===== src/rtl/seg7_pkg.sv =====
// Shared constants for the multiplexed 7-segment opcode display.
// Includes the opcode code points and a width helper for counters and anode indices.
package seg7_pkg;

  localparam logic [3:0] DASH_CODE = 4'hF;

  typedef enum logic [3:0] {
    OP_MOV = 4'd0,
    OP_ADD = 4'd1,
    OP_SUB = 4'd2,
    OP_AND = 4'd3,
    OP_ORR = 4'd4,
    OP_CMP = 4'd5,
    OP_MVN = 4'd6,
    OP_LDR = 4'd7,
    OP_STR = 4'd8,
    OP_B   = 4'd9,
    OP_BX  = 4'd10
  } opcode_e;

  // Bits needed to index n items; never less than one bit.
  function automatic int idx_w(input int n);
    return (n < 2) ? 1 : $clog2(n);
  endfunction

endpackage


===== src/rtl/seg7_tick_gen.sv =====
// Slot prescaler: counts 0..REFRESH_DIV-1 and flags the last cycle of each slot.
// o_cnt_nxt is the count the next edge will load, letting the parent register its outputs.
module seg7_tick_gen
  import seg7_pkg::*;
#(
  parameter int REFRESH_DIV = 50000,
  localparam int CW = idx_w(REFRESH_DIV)
) (
  input  logic          clk,
  input  logic          rst,
  output logic [CW-1:0] o_cnt_nxt,
  output logic          o_wrap
);

  localparam logic [CW-1:0] LAST_CNT = CW'(REFRESH_DIV - 1);

  logic [CW-1:0] r_cnt;

  assign o_wrap    = (r_cnt == LAST_CNT);
  assign o_cnt_nxt = o_wrap ? '0 : r_cnt + 1'b1;

  always_ff @(posedge clk) begin
    if (rst) begin
      r_cnt <= '0;
    end else begin
      r_cnt <= o_cnt_nxt;
    end
  end

endmodule


===== src/rtl/seg7_scan_ctrl.sv =====
// Time-multiplexed digit scanner with per-slot blanking and a frame-aligned shadow buffer.
// Outputs are registered from next-state values so each one matches the slot it is shown in.
module seg7_scan_ctrl
  import seg7_pkg::*;
#(
  parameter int N_DIGITS    = 4,
  parameter int REFRESH_DIV = 50000,
  parameter int BLANK_CYC   = 16
) (
  input  logic                    clk,
  input  logic                    rst,
  input  logic                    load_i,
  input  logic [4*N_DIGITS-1:0]   codes_i,
  input  logic [N_DIGITS-1:0]     en_mask_i,
  output logic [3:0]              code_o,
  output logic [N_DIGITS-1:0]     an_o,
  output logic                    blank_o,
  output logic                    frame_o,
  output logic                    pending_o
);

  localparam int CW = idx_w(REFRESH_DIV);
  localparam int DW = idx_w(N_DIGITS);
  localparam logic [DW-1:0] LAST_DIG  = DW'(N_DIGITS - 1);
  localparam logic [CW-1:0] BLANK_END = CW'(BLANK_CYC);
  localparam logic          BLANK_RST = (BLANK_CYC > 0);

  logic [CW-1:0]              w_cnt_nxt;
  logic                       w_wrap;
  logic                       w_frame_wrap;
  logic                       w_xfer;
  logic [DW-1:0]              w_dig_nxt;
  logic [N_DIGITS-1:0][3:0]   w_act_nxt;
  logic [N_DIGITS-1:0]        w_msk_nxt;
  logic                       w_blank_nxt;
  logic [N_DIGITS-1:0]        w_an_nxt;

  logic [DW-1:0]              r_dig;
  logic [N_DIGITS-1:0][3:0]   r_act;
  logic [N_DIGITS-1:0]        r_act_msk;
  logic [N_DIGITS-1:0][3:0]   r_shd;
  logic [N_DIGITS-1:0]        r_shd_msk;
  logic                       r_pend;
  logic [3:0]                 r_code;
  logic [N_DIGITS-1:0]        r_an;
  logic                       r_blank;
  logic                       r_frame;

  seg7_tick_gen #(
    .REFRESH_DIV (REFRESH_DIV)
  ) u_tick (
    .clk       (clk),
    .rst       (rst),
    .o_cnt_nxt (w_cnt_nxt),
    .o_wrap    (w_wrap)
  );

  assign w_frame_wrap = w_wrap && (r_dig == LAST_DIG);
  assign w_dig_nxt    = !w_wrap ? r_dig : (w_frame_wrap ? '0 : r_dig + 1'b1);

  // Transfer reads the shadow as held before this edge; a same-cycle load lands afterwards.
  assign w_xfer      = w_frame_wrap && r_pend;
  assign w_act_nxt   = w_xfer ? r_shd     : r_act;
  assign w_msk_nxt   = w_xfer ? r_shd_msk : r_act_msk;
  assign w_blank_nxt = (w_cnt_nxt < BLANK_END);

  always_comb begin
    w_an_nxt = '1;
    if (!w_blank_nxt && w_msk_nxt[w_dig_nxt]) begin
      w_an_nxt[w_dig_nxt] = 1'b0;
    end
  end

  always_ff @(posedge clk) begin
    if (rst) begin
      r_dig     <= '0;
      r_act     <= {N_DIGITS{DASH_CODE}};
      r_act_msk <= '1;
      r_shd     <= {N_DIGITS{DASH_CODE}};
      r_shd_msk <= '1;
      r_pend    <= 1'b0;
      r_code    <= DASH_CODE;
      r_an      <= '1;
      r_blank   <= BLANK_RST;
      r_frame   <= 1'b0;
    end else begin
      r_dig     <= w_dig_nxt;
      r_act     <= w_act_nxt;
      r_act_msk <= w_msk_nxt;
      if (load_i) begin
        r_shd     <= codes_i;
        r_shd_msk <= en_mask_i;
        r_pend    <= 1'b1;
      end else if (w_frame_wrap) begin
        r_pend    <= 1'b0;
      end
      r_code    <= w_act_nxt[w_dig_nxt];
      r_an      <= w_an_nxt;
      r_blank   <= w_blank_nxt;
      r_frame   <= w_frame_wrap;
    end
  end

  assign code_o    = r_code;
  assign an_o      = r_an;
  assign blank_o   = r_blank;
  assign frame_o   = r_frame;
  assign pending_o = r_pend;

endmodule


===== config.mk =====
export PLATFORM = sky130hd
export DESIGN_NAME = seg7_scan_ctrl
export DESIGN_NICKNAME = d
export VERILOG_FILES = /design/src/rtl/seg7_pkg.sv /design/src/rtl/seg7_tick_gen.sv /design/src/rtl/seg7_scan_ctrl.sv
export SDC_FILE = /design/constraint.sdc
export NUM_CORES = 1
export LEC_CHECK = 0
export CORE_MARGIN = 2
export CORE_UTILIZATION = 40
export CTS_CLUSTER_DIAMETER = 120
export DETAILED_ROUTE_END_ITERATION = 7
export HOLD_SLACK_MARGIN = 0.05
export PLACE_DENSITY = 0.66
export SYNTH_ARGS = -nofsm -noshare
export SYNTH_HDL_FRONTEND = slang
export SYNTH_SLANG_ARGS = --single-unit

===== constraint.sdc =====
create_clock -name clk -period 3.8 [get_ports clk]
set_input_delay 1.14 -clock clk [delete_from_list [all_inputs] [get_ports clk]]
set_output_delay 1.14 -clock clk [all_outputs]
set_load 0.005 [all_outputs]

==> flow_results.org <==
** Timing
- Relative max-transition margin :: between 40 and 50%
- The final-report hold violation count was 0.
- Fraction of the cycle the final worst path needs :: 78.2%
- Fin. max-slew vios :: 0
- Setup violations remaining at the end of the flow were counted as 0.
- Summed over all failing endpoints, the final setup total negative slack is 0 ns.
- Maximum operating frequency :: 336 MHz
- At the pin with the least slew margin, the transition time is around 0.85 ns.
- Setup WS post-layout :: approximately 0.83 ns
- Clock Skew :: just over 0.006 ns
- Setup repair after global routing left no endpoint under its margin.
- The worst path needs 2.97 ns of the cycle, external delays included.

** Clock network
- Clock-pin slew was measured on the worst setup and hold paths at around 0.070 ns.
- Post-CTS Setup Bufs :: 0
- After clock tree synthesis, the flow added hold-fix buffers numbering 0.
- Buffers inserted during clock tree synthesis total 9.
- Max H-tree Level :: 3
- TritonCTS built the clock tree.
- Number of resized instances in the post-cts repair step :: 0
- The later pin in the worst-skew pair is clocked with a latency of between 0.3 and 0.4 ns.
- Root buffer cell :: clkbuf_8
- Clk sink count :: 69
- No sink is reached through more buffers than the 2 on the longest clock path.

** Finish
- For this run, the post-layout net count is 350.
- Share of post-route cells with drive strength above 1 :: 15.2%
- Final Core Density :: about half
- Post-layout instance count excluding filler cells :: 429
- Relative to the synthesized area, the layout overhead comes to 19.9%.
- Ant. Diodes :: 0

** Placement
- The number of placed instances, taps included, is 413.
- Buffers on Ports :: 33
- Final estimated routing congestion in global placement :: 0.821
- Detailed placement HPWL :: 3990 um
- Worst-case setup slack after placement :: approximately 0.86 ns

** Synthesis
- In the synthesized netlist the dominant register cell turns out to be dfxtp_1.
- Most instantiated cells after synthesis :: dfxtp_1, nor2_1, nor2b_1
- The Yosys step of the flow raised 0 warnings.
- Proportion of synthesized flip-flops having asynchronous set or reset :: 0%
- dfxtp_1 is the most common cell in the netlist.
- Cell count after synthesis :: 296
- Averaged over all synthesized cells, the footprint is 10.0 um^2.
- The synthesized design contains 69 register bits.
- Post-synthesis instance area :: 2960 um^2
- Cell type with the largest total area after synthesis :: dfxtp_1
- In this run, distinct cell masters in the synthesized netlist total 53.
- Top cells by area, synth :: dfxtp_1, a211o_1, nor2b_1
- Proportion of netlist area held by the largest area contributor :: 46.7%
- Share of the yosys chip area belonging to registers :: 46.7%
- Number of enable flip-flop cells after synthesis :: 0
- When the netlist entered floorplanning its net count stood at 321.

** Drt
- Using the TritonRoute via totals, the vias-per-cell ratio works out to 5.04.
- Post-detailed-route wirelength per cell :: approximately 14 um
- Drt total wl :: approximately 5800 um
- Post-detailed-route DRC marker count :: 0
- Iteration-0 DRC count of the detailed router :: 120
- The count of nets left with antenna violations once routing finished came out at 0.
- Summing over every cut layer, the via total after detailed routing is 2162.
- For this run, the detailed router's first-pass iteration total came to 4.

** Critical path
- Startpoint of the worst setup timing path :: u_tick.r_cnt[6]
- STA puts the critical path data required time at 4.02 ns.
- For the worst setup path, the data arrival time is 3.20 ns.
- Startpoint type of the worst setup path :: flop
- In this run the critical register-to-register path is launched from u_tick.r_cnt[6].
- The worst setup path is of the reg2reg kind.
- The worst setup path is captured at a flop.
- Worst-path fanout max :: 15

** Global route
- The number of global-route vias before repair came to 1994.
- After global routing the overflow that remains totals 0.
- Antenna violations before repair :: 0
- First-pass GRT wire length :: approximately 9600 um
- Across every metal layer, demand over resource in global routing totals 14.7%.
- Entering global routing, the biggest net connects between 40 and 50 pins.

** Pwr
- Areal power density over the cells :: 395 nW/um^2
- IR Drop Worst-Case VDD :: 0.248 mV
- P_leak :: approximately 0.0012 uW

** Job
- The tool flagged a number of max-cap violations equal to 0.

** Die
- The total area inside the core boundary comes to 7210 um^2.
- Once the floorplan was initialized, standard cells occupied 41.0% of the core.
- X dimension of the die :: 90.0 um
- The die covers 8100 um^2.
- The floorplan has 31 rows.
- Boundary Pins :: 34
- The die is 90.0 um tall.

** Min path
- The worst hold path belongs to the class reg2reg.
- In this run the most critical hold path is launched from r_act[13].

** Outcome
- Outcome :: finished clean
## path summary, 6_finish.rpt
kind                     to  slack, ns  cells after the start
hold / removal    r_act[13]       0.48                      2
setup / recovery  code_o[2]       0.83                      7
hold reg to reg   r_act[13]       0.48                      2
setup reg to reg  code_o[2]       0.83                      7
## state kept, by name (all words and copies together) (netlist names)
signal / flops
r_shd: 16
r_dig: 2
r_shd_msk: 4
blank_o: 1
an_o: 4
pending_o: 1
code_o: 4
r_act_msk: 4
r_act: 16
frame_o: 1
u_tick.r_cnt: 16
## critical path: stages, from the launching register on
cell and delay, ns:
dfxtp_1 0.48, or4b_4 0.53, nor4_2 0.47, and3_1 0.38, buf_4 0.31, mux2i_1 0.26, o22ai_1 0.10, a2111o_1 0.34
## per-stage QoR
stage	power (uW)	hold slack, ns	area, um^2
after floorplan	808	0.441	2960
after global placement	844	0.459	3360
after detailed placement	844	0.464	3360
after CTS	1420	0.484	3550
after global routing	1460	0.513	3550
final	1400	0.479	3550
## cell usage in the layout, fill, tap and decap left out, types with 5 or more instances in the layout
cell type and count:
a211o_1 20, a21oi_1 7, clkbuf_8 9, clkdlybuf4s50_1 33, dfxtp_1 69, inv_1 6
mux2_2 10, mux2i_1 13, nand2_1 10, nand2b_1 12, nand3_1 9, nor2_1 25
nor2b_1 21, or2_2 10, xnor2_1 8, xor2_1 5
## power by group
group / internal, uW / total, uW / switching (uW)
logic: 45.3 / 74.4 / 29.1
registers: 741 / 753 / 11.4
clock network: 302 / 574 / 273
## logic make-up after synthesis
family	synth area share, %
AO/OA/AOI/OAI	15.4
multiplexers	8.20
adder cells (fa/ha/maj)	0.846
buffers and inverters	3.68
XOR/XNOR	3.85
AND/OR/NAND/NOR	21.4
flip-flops	46.7
## layer usage
layer / vias up / share of wire [%] / global-route usage [%]
met5: - / 0 / 0
met1: 1006 / 50 / 20.1
met3: 6 / 4.2 / 4.11
met4: 0 / 1.2 / 6.54
li1: 1112 / - / -
met2: 38 / 44 / 21.7
## cell type report
type | instances | area, um^2
fillers | 718 | 3670
multi-input cells | 202 | 1470
flip-flops and latches | 69 | 1380
repair buffers | 37 | 360
clock buffers | 10 | 128
well taps | 99 | 124
clock inverters | 6 | 63.8
inverters | 6 | 22.5
Power figures use the tool's default switching activity.
